==> config.mk <==
export PLATFORM = sky130hd
export DESIGN_NAME = mem_byte_responder
export DESIGN_NICKNAME = d
export VERILOG_FILES = /design/src/rtl/mem_byte_responder.sv
export SDC_FILE = /design/constraint.sdc
export NUM_CORES = 1
export LEC_CHECK = 0
export CAP_MARGIN = 25
export CORE_UTILIZATION = 45
export CTS_BUF_LIST = sky130_fd_sc_hd__clkbuf_4 sky130_fd_sc_hd__clkbuf_8
export DETAILED_ROUTE_END_ITERATION = 10
export GPL_ROUTABILITY_DRIVEN = 1
export HOLD_SLACK_MARGIN = 0.1
export PLACE_DENSITY_LB_ADDON = 0.1
export SYNTH_ARGS = -nofsm -noshare
export SYNTH_HDL_FRONTEND = slang
export SYNTH_SLANG_ARGS = --single-unit
==> constraint.sdc <==
create_clock -name clk -period 2.3 [get_ports clk]
set_input_delay 0.46 -clock clk [delete_from_list [all_inputs] [get_ports clk]]
set_output_delay 0.46 -clock clk [all_outputs]
set_load 0.02 [all_outputs]
==> src/rtl/mem_byte_responder.sv <==
// Memory-side responder: word read, full write and byte-enabled write (done as read-modify-write)
// in front of a single-port word memory. Define MEM_BYTE_ALIGN_CHECK_EN to reject misaligned word accesses.

module mem_byte_lane (
  input  logic       en,
  input  logic [7:0] new_byte,
  input  logic [7:0] old_byte,
  output logic [7:0] out_byte
);
  assign out_byte = en ? new_byte : old_byte;
endmodule

module mem_byte_responder #(
  parameter int MEM_LATENCY = 1,
  parameter int ADDR_WIDTH  = 32
) (
  input  logic                  clk,
  input  logic                  reset,
  input  logic                  req_valid,
  output logic                  req_ready,
  input  logic                  req_wr,
  input  logic [ADDR_WIDTH-1:0] req_addr,
  input  logic [31:0]           req_wdata,
  input  logic [3:0]            req_be,
  output logic                  resp_valid,
  output logic [31:0]           resp_rdata,
  output logic                  resp_err,
  output logic [ADDR_WIDTH-1:0] mem_addr,
  output logic                  mem_wr,
  output logic [31:0]           mem_wdata,
  input  logic [31:0]           mem_rdata
);

  typedef enum logic [2:0] {IDLE, RD, RD_WAIT, WR, RESP} state_t;

  typedef struct packed {
    logic        wr;
    logic [3:0]  be;
    logic [31:0] wdata;
  } req_t;

  localparam logic [1:0]            LAT_LAST  = 2'(MEM_LATENCY - 1);
  localparam logic [ADDR_WIDTH-1:0] WORD_MASK = {{(ADDR_WIDTH-2){1'b1}}, 2'b00};

  state_t                state_q, state_d;
  req_t                  req_q, req_d;
  logic [1:0]            lat_cnt_q, lat_cnt_d;
  logic [ADDR_WIDTH-1:0] mem_addr_q, mem_addr_d;
  logic [31:0]           mem_wdata_q, mem_wdata_d;
  logic                  mem_wr_q, mem_wr_d;
  logic                  resp_valid_q, resp_valid_d;
  logic                  resp_err_q, resp_err_d;
  logic [31:0]           resp_rdata_q, resp_rdata_d;
  logic                  misaligned;

  // Byte merge for partial writes: enabled bytes from the request, the rest from the memory read.
  logic [3:0][7:0] new_bytes, old_bytes, merged_bytes;
  assign new_bytes = req_q.wdata;
  assign old_bytes = mem_rdata;

  for (genvar i = 0; i < 4; i++) begin : g_lane
    mem_byte_lane u_lane (
      .en       (req_q.be[i]),
      .new_byte (new_bytes[i]),
      .old_byte (old_bytes[i]),
      .out_byte (merged_bytes[i])
    );
  end

`ifdef MEM_BYTE_ALIGN_CHECK_EN
  // Only whole-word accesses care about alignment; partial writes name their bytes explicitly.
  assign misaligned = (req_addr[1:0] != 2'b00) && (!req_wr || (req_be == 4'b1111));
`else
  assign misaligned = 1'b0;
`endif

  always_comb begin
    state_d      = state_q;
    req_d        = req_q;
    lat_cnt_d    = lat_cnt_q;
    mem_addr_d   = mem_addr_q;
    mem_wdata_d  = mem_wdata_q;
    mem_wr_d     = 1'b0;
    resp_valid_d = 1'b0;
    resp_err_d   = 1'b0;
    resp_rdata_d = resp_rdata_q;
    unique case (state_q)
      IDLE: begin
        if (req_valid) begin
          req_d        = '{wr: req_wr, be: req_be, wdata: req_wdata};
          mem_addr_d   = req_addr & WORD_MASK;
          resp_rdata_d = '0;
          lat_cnt_d    = '0;
          if (misaligned) begin
            state_d      = RESP;
            resp_valid_d = 1'b1;
            resp_err_d   = 1'b1;
          end else if (req_wr && (req_be == 4'b0000)) begin
            state_d      = RESP;
            resp_valid_d = 1'b1;
          end else if (req_wr && (req_be == 4'b1111)) begin
            state_d     = WR;
            mem_wr_d    = 1'b1;
            mem_wdata_d = req_wdata;
          end else begin
            state_d = RD;
          end
        end
      end
      RD: begin
        state_d   = RD_WAIT;
        lat_cnt_d = '0;
      end
      RD_WAIT: begin
        if (lat_cnt_q == LAT_LAST) begin
          if (req_q.wr) begin
            state_d     = WR;
            mem_wr_d    = 1'b1;
            mem_wdata_d = merged_bytes;
          end else begin
            state_d      = RESP;
            resp_valid_d = 1'b1;
            resp_rdata_d = mem_rdata;
          end
        end else begin
          lat_cnt_d = lat_cnt_q + 2'd1;
        end
      end
      WR: begin
        state_d      = RESP;
        resp_valid_d = 1'b1;
      end
      RESP:    state_d = IDLE;
      default: state_d = IDLE;
    endcase
  end

  always_ff @(posedge clk) begin
    if (reset) begin
      state_q      <= IDLE;
      req_q        <= '0;
      lat_cnt_q    <= '0;
      mem_addr_q   <= '0;
      mem_wdata_q  <= '0;
      mem_wr_q     <= 1'b0;
      resp_valid_q <= 1'b0;
      resp_err_q   <= 1'b0;
      resp_rdata_q <= '0;
    end else begin
      state_q      <= state_d;
      req_q        <= req_d;
      lat_cnt_q    <= lat_cnt_d;
      mem_addr_q   <= mem_addr_d;
      mem_wdata_q  <= mem_wdata_d;
      mem_wr_q     <= mem_wr_d;
      resp_valid_q <= resp_valid_d;
      resp_err_q   <= resp_err_d;
      resp_rdata_q <= resp_rdata_d;
    end
  end

  assign req_ready  = (state_q == IDLE);
  assign resp_valid = resp_valid_q;
  assign resp_rdata = resp_rdata_q;
  assign resp_err   = resp_err_q;
  assign mem_addr   = mem_addr_q;
  assign mem_wr     = mem_wr_q;
  assign mem_wdata  = mem_wdata_q;

endmodule

# Word-level counts from Yosys, hierarchy flattened

Index checks and enable logic that the tools add are counted.

Bits of input ports: 104
Flip-flop bits (word level): 138
Output and inout bits: 100

Mux-type cells: 34
$add $sub $neg: 1
Equal/unequal tests: 11
Reduce and logical (&&, ||, !) cells: 12

Operators with widths:

| cell                  | number |
|---|---|
| $mux W32              | 8 |
| $pmux W32 S2          | 2 |
| $mux W8               | 4 |
| $mux W3               | 4 |
| $ne A2 B2 Y1 const B  | 6 |
| $pmux W3 S4           | 1 |
| $mux W1               | 9 |
| $eq A3 B2 Y1 const B  | 2 |
| $mux W2               | 3 |
| $pmux W2 S3           | 1 |
| $reduce_and A6 Y1     | 1 |
| $eq A4 B4 Y1 const B  | 1 |
| $logic_not A4 Y1      | 1 |
| $reduce_and A2 Y1     | 2 |
| $reduce_and A4 Y1     | 1 |
| $eq A3 B1 Y1 const B  | 1 |
| $logic_not A3 Y1      | 1 |
| $pmux W1 S3           | 1 |
| $reduce_and A3 Y1     | 1 |
| $reduce_bool A3 Y1    | 1 |
| $add A2 B1 Y2 const B | 1 |
| $logic_and A1 B1 Y1   | 2 |
| $logic_not A2 Y1      | 1 |
| $ne A2 B1 Y1 const B  | 1 |
| other kinds (2)       | 2 |

# Depth between registers and ports, before layout

Gate-level depths: netlist of run 1.

Depth after elaboration: 6
Gate-level depth with buffers: 8
Gate-level depth less buffers: 6

# By module

From an unflattened synthesis of run 1, not the netlist that was laid out.

Cells, all modules: 664
Area total of the unflattened synthesis: 6239.7 um2

By module, submodules not included:

| module             | sequential area each (um2) | instances | cells each | area an instance (um2) |
|---|---|---|---|---|
| mem_byte_responder | 2762.6                     | 1         | 628        | 5714.2 |
| mem_byte_lane      | 0.0                        | 4         | 9          | 131.4 |

# Worst setup path before layout of run 1

No wires, ideal clock.

Kind: reg-to-output
From: register state_q[0]
To: output req_ready
Data required time: 1840 ps
Path slack: 742 ps
Data arrival time: 1098 ps
Cell stages (with the launch flop): 5
Buffers on the path: 2
Path through: dfxtp_1 > buf_6 > or2_1 > buf_6 > nor2_1

Cells in the longest elaborated chain, start to end: 1

RTL lines:

| element                  | RTL line | source |
|---|---|---|
| start: declaration       | 45       | `state_t state_q, state_d;` |
| start signal: assignment | 150      | `state_q <= state_d;` |
| $logic_not A3 Y1         | 162      | `assign req_ready = (state_q == IDLE);` |
| end: declaration         | 20       | `output logic req_ready,` |

No other way between the ends.

# Worst setup path after layout of run 1

From: register state_q[2]
To: output req_ready

The elaborated chain is that of the path after synthesis.

==> reports/results.tsv, run 1 <==
stage	metric	value	unit
run_status	status	finished clean	
grt	grt total ovfl	0	
worst_hold_path	worst hold path type	primary input to flop	
power	overall power	5.86	mW
cells_and_area	final std cells w/o fill	1026	
floorplanning	row cnt	40	
cts	CTS Sinks	138	
logic_synthesis	Syn Inst Count	675	
cts	clk slew on worst S/H paths	80	ps
cts	CTS max path bufs	2	
sta	Max-slew headroom	37.1	%
cells_and_area	# diodes	0	
placed_design	post-DP HPWL	10900	um
logic_synthesis	EDFF count, synth	0	
floorplanning	Placeable Area	12200	sq um
cts	Num CTS Buffers	17	
cts	H-Tree Depth	4	
worst_setup_path	CP arrival	1700	ps
drt	First DRT Iteration DRCs	346	
power	Leakage	2.79	nW
floorplanning	die height	114	um
floorplanning	top-level I/O count	204	
logic_synthesis	synthesized area	5660	sq um
worst_setup_path	Worst Path Max Fanout	7	
sta	final slew viol count	0	
sta	TNS Setup	0	ps
grt	initial antenna violation count	0	
logic_synthesis	synth warn	0	
grt	pin count of the biggest net entering global routing	55	
drt	Routed WL per cell	16.2	um
placed_design	port buffer count	198	
power	VDD IR max	398	uV
sta	fin crit period	2160	ps
sta	Worst Max-Slew Pin Slew	940	ps
logic_synthesis	asr flop ratio synth	0	%
sta	hold slack	445	ps
worst_setup_path	CP startpoint kind	flop	
sta	Fin Clk Skew	8.46	ps
cells_and_area	most frequent cells in the layout	clkdlybuf4s50_1 (196), nand2_1 (168), dfxtp_1 (138), a21oi_1 (104)	
worst_setup_path	Worst Setup End Kind	output pin	
cells_and_area	layout cells sized above 1	6.53	%
cells_and_area	fillers	1025	
floorplanning	full die area	13000	sq um
cells_and_area	Core Util, Final	66.7	%
cts	setup bufs post-CTS	0	
cts	clk root buf	clkbuf_8	
logic_synthesis	Avg Cell Area, Syn	8.39	sq um
sta	Final Hold Vio Count	0	
floorplanning	initial cell density of the core	46.6	%
drt	DR pass1 iterations	5	
placed_design	GPL Wtd Cong	0.810	
drt	DR vias/cell	5.43	
cts	Clk Latency, worst-skew pair	440	ps
job	max cap viols	0	
cells_and_area	area grow syn2layout	43.3	%
power	P per Cell Area	722	nW/um^2
drt	ANT nets after route	0	
logic_synthesis	ys flop type	dfxtp_1	
cts	CTS tree	built	
sta	final worst-path cycle share	93.8	%
placed_design	Inst Count DP	995	
grt	GRT Total Usage	26.2	%
sta	final setup vio count	0	
floorplanning	die width	114	um
logic_synthesis	distinct cell type count after synthesis	37	
logic_synthesis	register area share after synthesis	48.8	%
grt	global-route wire length before repair	26600	um
worst_setup_path	Worst Path Required	1840	ps
drt	DR vias	5574	
cells_and_area	commonest non-fill, non-tap cell in the layout	clkdlybuf4s50_1	
worst_setup_path	Setup Crit Path Kind	flop to output pin	
sta	Max Fclk	463	MHz
sta	RSZ-0062 raised after global routing	false	
drt	drc violations	0	
grt	number of global-route vias before repair	5370	
drt	final WL	16600	um
cts	hold buffer count at CTS	0	
cells_and_area	Final nets	951	
logic_synthesis	FF+latch count, synth	138	
-- flip-flops by register name (all words and copies together) (netlist names) --
| name | flops |
|---|---|
| lat_cnt_q | 2 |
| mem_addr | 30 |
| mem_wdata | 32 |
| mem_wr | 1 |
| new_bytes | 32 |
| req_q | 5 |
| resp_rdata | 32 |
| resp_valid | 1 |
| state_q | 3 |
-- cell type report --
cell class,count,area [sq um],share of cell area [%]
tap,168,210,2.59
sequential,138,2760,34.0
timing repair buffer,215,2160,26.6
clock inverter,8,92.6,1.14
inverter,3,11.3,0.139
multi-input combinational,471,2580,31.8
clock buffer,23,304,3.75
-- metrics by stage --
step	setup WS, ps	instance area (sq um)
after detailed placement	-1.25	7720
after floorplan	742	5670
final	142	8110
after CTS	112	8110
after global placement	50.8	7720
after global routing	41.4	8110
-- cell usage after synthesis, types with 2 or more instances --
library cell	instances	share of area (%)
dfxtp_1	138	49
a211oi_1	2	0.27
inv_1	3	0.20
nand3_1	4	0.35
nor2b_1	2	0.22
nor2_1	33	2.2
a21oi_1	104	9.2
buf_4	7	0.93
buf_2	23	2.0
o21ai_0	33	2.9
nor3_1	3	0.27
clkbuf_1	29	1.9
o2111ai_1	32	4.9
buf_6	6	1.2
nand2_1	169	11
a22oi_1	33	4.4
mux2i_1	33	5.8
o21bai_1	2	0.27
-- where the power goes --
group,switching (mW),leakage [nW],total (mW),internal (mW)
clock,0.884,0.208,1.97,1.09
combinational,0.711,1.46,1.24,0.527
sequential,0.108,1.12,2.65,2.54
total,1.70,2.79,5.86,4.15
-- what timing repair did --
action,in CTS,in global routing
endpoints found under the setup margin,1,0
resized for setup,1,0
hold endpoints to repair,0,0
-- logic make-up (layout without fill, tap and decap cells) --
logic type               count (synthesis)  count (layout)  share of synthesized area, %
adder cells (fa/ha/maj)                  1               1                         0.221
AND/OR/NAND/NOR                        224             224                          16.1
multiplexers                            33              33                          5.83
flip-flops                             138             138                          48.8
AO/OA/AOI/OAI                          210             210                          22.7
other                                    1               3                        0.0662
buffers and inverters                   68             249                          6.27
-- metal layers --
metal	routed length, um	track usage, %	vias to the layer above	part of all wire (%)
li1	-	-	2682	-
met2	7950	43.8	208	48
met1	7220	32.1	2651	43
met4	395	11.3	0	2.4
met3	1070	6.41	33	6.5
met5	0	0	-	0
-- worst paths after layout --
check,startpoint,end,slack [ps],cells after the start
setup / recovery,state_q[2],req_ready,140,3
hold / removal,reset,resp_rdata[28],450,2
setup reg to reg,lat_cnt_q[0],resp_rdata[5],300,7
hold reg to reg,mem_addr[2],mem_addr[2],460,2
-- worst max-delay path, stage by stage, from the launching register on --
cell and delay (ps):
dfxtp_1 410, or2_1 280, nor2_1 160, dlygate4sd2_1 390
Note: power is estimated with default switching activity, not from simulation.
==> run 2, diff against run 1 <==
==> constraint.sdc (replaced) <==
create_clock -name clk -period 2.8 [get_ports clk]
set_input_delay 0.56 -clock clk [delete_from_list [all_inputs] [get_ports clk]]
set_output_delay 0.56 -clock clk [all_outputs]
set_load 0.02 [all_outputs]
==> reports/results.tsv, run 2 (synthesized netlist as in run 1, its figures left out) <==
stage	metric	value	unit	change
sta	worst setup margin	243	ps	+101 ps
sta	Final Hold Vio Count	0		unchanged
floorplanning	die height	114	um	unchanged
power	Seq pwr share	43.7	%	-1.5 points
worst_setup_path	Worst path slowest cell	clkdlybuf4s50_1		
cts	Num CTS Buffers	17		unchanged
cells_and_area	commonest non-fill, non-tap cell in the layout	clkdlybuf4s50_1		
sta	fin crit period	2560	ps	
floorplanning	die width	114	um	unchanged
grt	grt total ovfl	0		unchanged
power	P per Cell Area	615	nW/um^2	-15%
power	Leakage	2.80	nW	+0.15%
cells_and_area	area grow syn2layout	43.3	%	about the same
drt	First DRT Iteration DRCs	398		+15%
cells_and_area	final std cells w/o fill	1024		-0.19%
placed_design	post-DP HPWL	10700	um	-1.1%
grt	initial antenna violation count	0		unchanged
power	sw frac	28.2	%	-0.90 points
worst_setup_path	CP cell instances	or2_1 > nor2_1 > clkdlybuf4s50_1		
drt	DR vias/cell	5.47		+0.68%
cells_and_area	Core Util, Final	66.7	%	about the same
floorplanning	initial cell density of the core	46.6	%	unchanged
floorplanning	row cnt	40		unchanged
worst_setup_path	Worst Path Max Fanout	10		+3
grt	number of global-route vias before repair	5359		-0.20%
cells_and_area	most frequent cells in the layout	clkdlybuf4s50_1 (197), nand2_1 (168), dfxtp_1 (138), a21oi_1 (104)		
sta	final worst-path cycle share	91.3	%	
sta	Fin Clk Skew	9.82	ps	+1.36 ps
cts	clk root buf	clkbuf_8		
floorplanning	top-level I/O count	204		unchanged
cts	CTS tree	built		
sta	hold slack	455	ps	+9.53 ps
run_status	status	finished clean		
cts	Clk Latency, worst-skew pair	450	ps	about the same
power	Comb power frac	20.0	%	-1.2 points
grt	GRT Total Usage	25.5	%	-0.64 points
cells_and_area	layout cells sized above 1	6.31	%	-0.22 points
worst_setup_path	Worst Setup End Kind	output pin		
job	max cap viols	0		unchanged
power	Net Sw Power	1.41	mW	-17%
drt	DR vias	5601		+0.48%
cells_and_area	fillers	1030		+0.49%
cts	clk slew on worst S/H paths	70	ps	about the same
power	overall power	4.99	mW	-15%
cells_and_area	Final nets	948		-0.32%
power	clock power share	36.3	%	+2.6 points
drt	ANT nets after route	0		unchanged
worst_setup_path	Worst Path Required	2240	ps	+400 ps
drt	drc violations	0		unchanged
placed_design	dpl ws	330	ps	+331 ps
sta	final slew viol count	0		unchanged
floorplanning	full die area	13000	sq um	unchanged
cells_and_area	Final Cell Area	8120	sq um	about the same
floorplanning	Placeable Area	12200	sq um	unchanged
cts	hold buffer count at CTS	0		unchanged
grt	global-route wire length before repair	26200	um	-1.6%
placed_design	placed cell area	7670	sq um	-0.62%
sta	Max-slew headroom	31.9	%	-5.2 points
sta	Max Fclk	391	MHz	
placed_design	port buffer count	198		unchanged
sta	TNS Setup	0	ps	unchanged
worst_setup_path	CP arrival	2000	ps	+300 ps
cells_and_area	# diodes	0		unchanged
grt	pin count of the biggest net entering global routing	61		+11%
power	Pint	3.58	mW	-14%
cts	setup bufs post-CTS	0		unchanged
drt	DR pass1 iterations	5		unchanged
cts	Post-CTS Resized	0		-1
placed_design	Inst Count DP	992		-0.30%
cts	CTS Sinks	138		unchanged
cells_and_area	register area	2760	sq um	unchanged
drt	Routed WL per cell	16.3	um	+0.41%
cts	CTS max path bufs	2		unchanged
worst_setup_path	CP startpoint kind	flop		
drt	final WL	16700	um	+0.22%
worst_hold_path	worst hold path type	flop to flop		
sta	RSZ-0062 raised after global routing	false		
sta	final setup vio count	0		unchanged
worst_setup_path	Setup Crit Path Kind	flop to output pin		
worst_setup_path	slowest stage delay, CP	680	ps	+270 ps
cts	H-Tree Depth	4		unchanged
cells_and_area	Multi-input gate area	2580	sq um	unchanged
placed_design	GPL Wtd Cong	0.797		-1.5%
sta	Worst Max-Slew Pin Slew	1020	ps	+77.4 ps
power	VDD IR max	360	uV	-9.7%
## run 2: path summary, 6_finish.rpt
path | slack, ps | end | startpoint | cells past startpoint
hold / removal | 450 | mem_addr[17] | mem_addr[17] | 2
setup / recovery | 240 | req_ready | state_q[0] | 3
hold reg to reg | 450 | mem_addr[17] | mem_addr[17] | 2
setup reg to reg | 730 | resp_rdata[21] | state_q[1] | 5
## run 2: critical path: cells and delay by family (launching register included)
family / cells / cell delay (ps)
buf+inv: 1 / 680
simple gates: 2 / 450
flops: 1 / 430
## run 2: area by class of cell
| type | instances | share of cell area, % |
|---|---|---|
| Tap cell | 168 | 2.59 |
| Inverter | 3 | 0.139 |
| Timing Repair Buffer | 212 | 26.0 |
| Multi-Input combinational cell | 471 | 31.8 |
| Clock inverter | 8 | 1.73 |
| Clock buffer | 24 | 3.76 |
| Sequential cell | 138 | 34.0 |
## run 2: layer usage
layer  routed length (um)  GRT usage [%]
met2                 7930           42.1
met5                    0              0
met4                  381           11.1
met3                 1170           6.35
met1                 7200           31.6
## run 2: power groups by stage
stage / logic [mW] / registers, mW / clock network [mW]
after floorplan: 0.528 / 2.26 / 0
after global placement: 0.973 / 2.22 / 0
after detailed placement: 0.996 / 2.22 / 0
after CTS: 1.00 / 2.18 / 1.84
after global routing: 1.08 / 2.19 / 1.92
final: 1.00 / 2.18 / 1.81
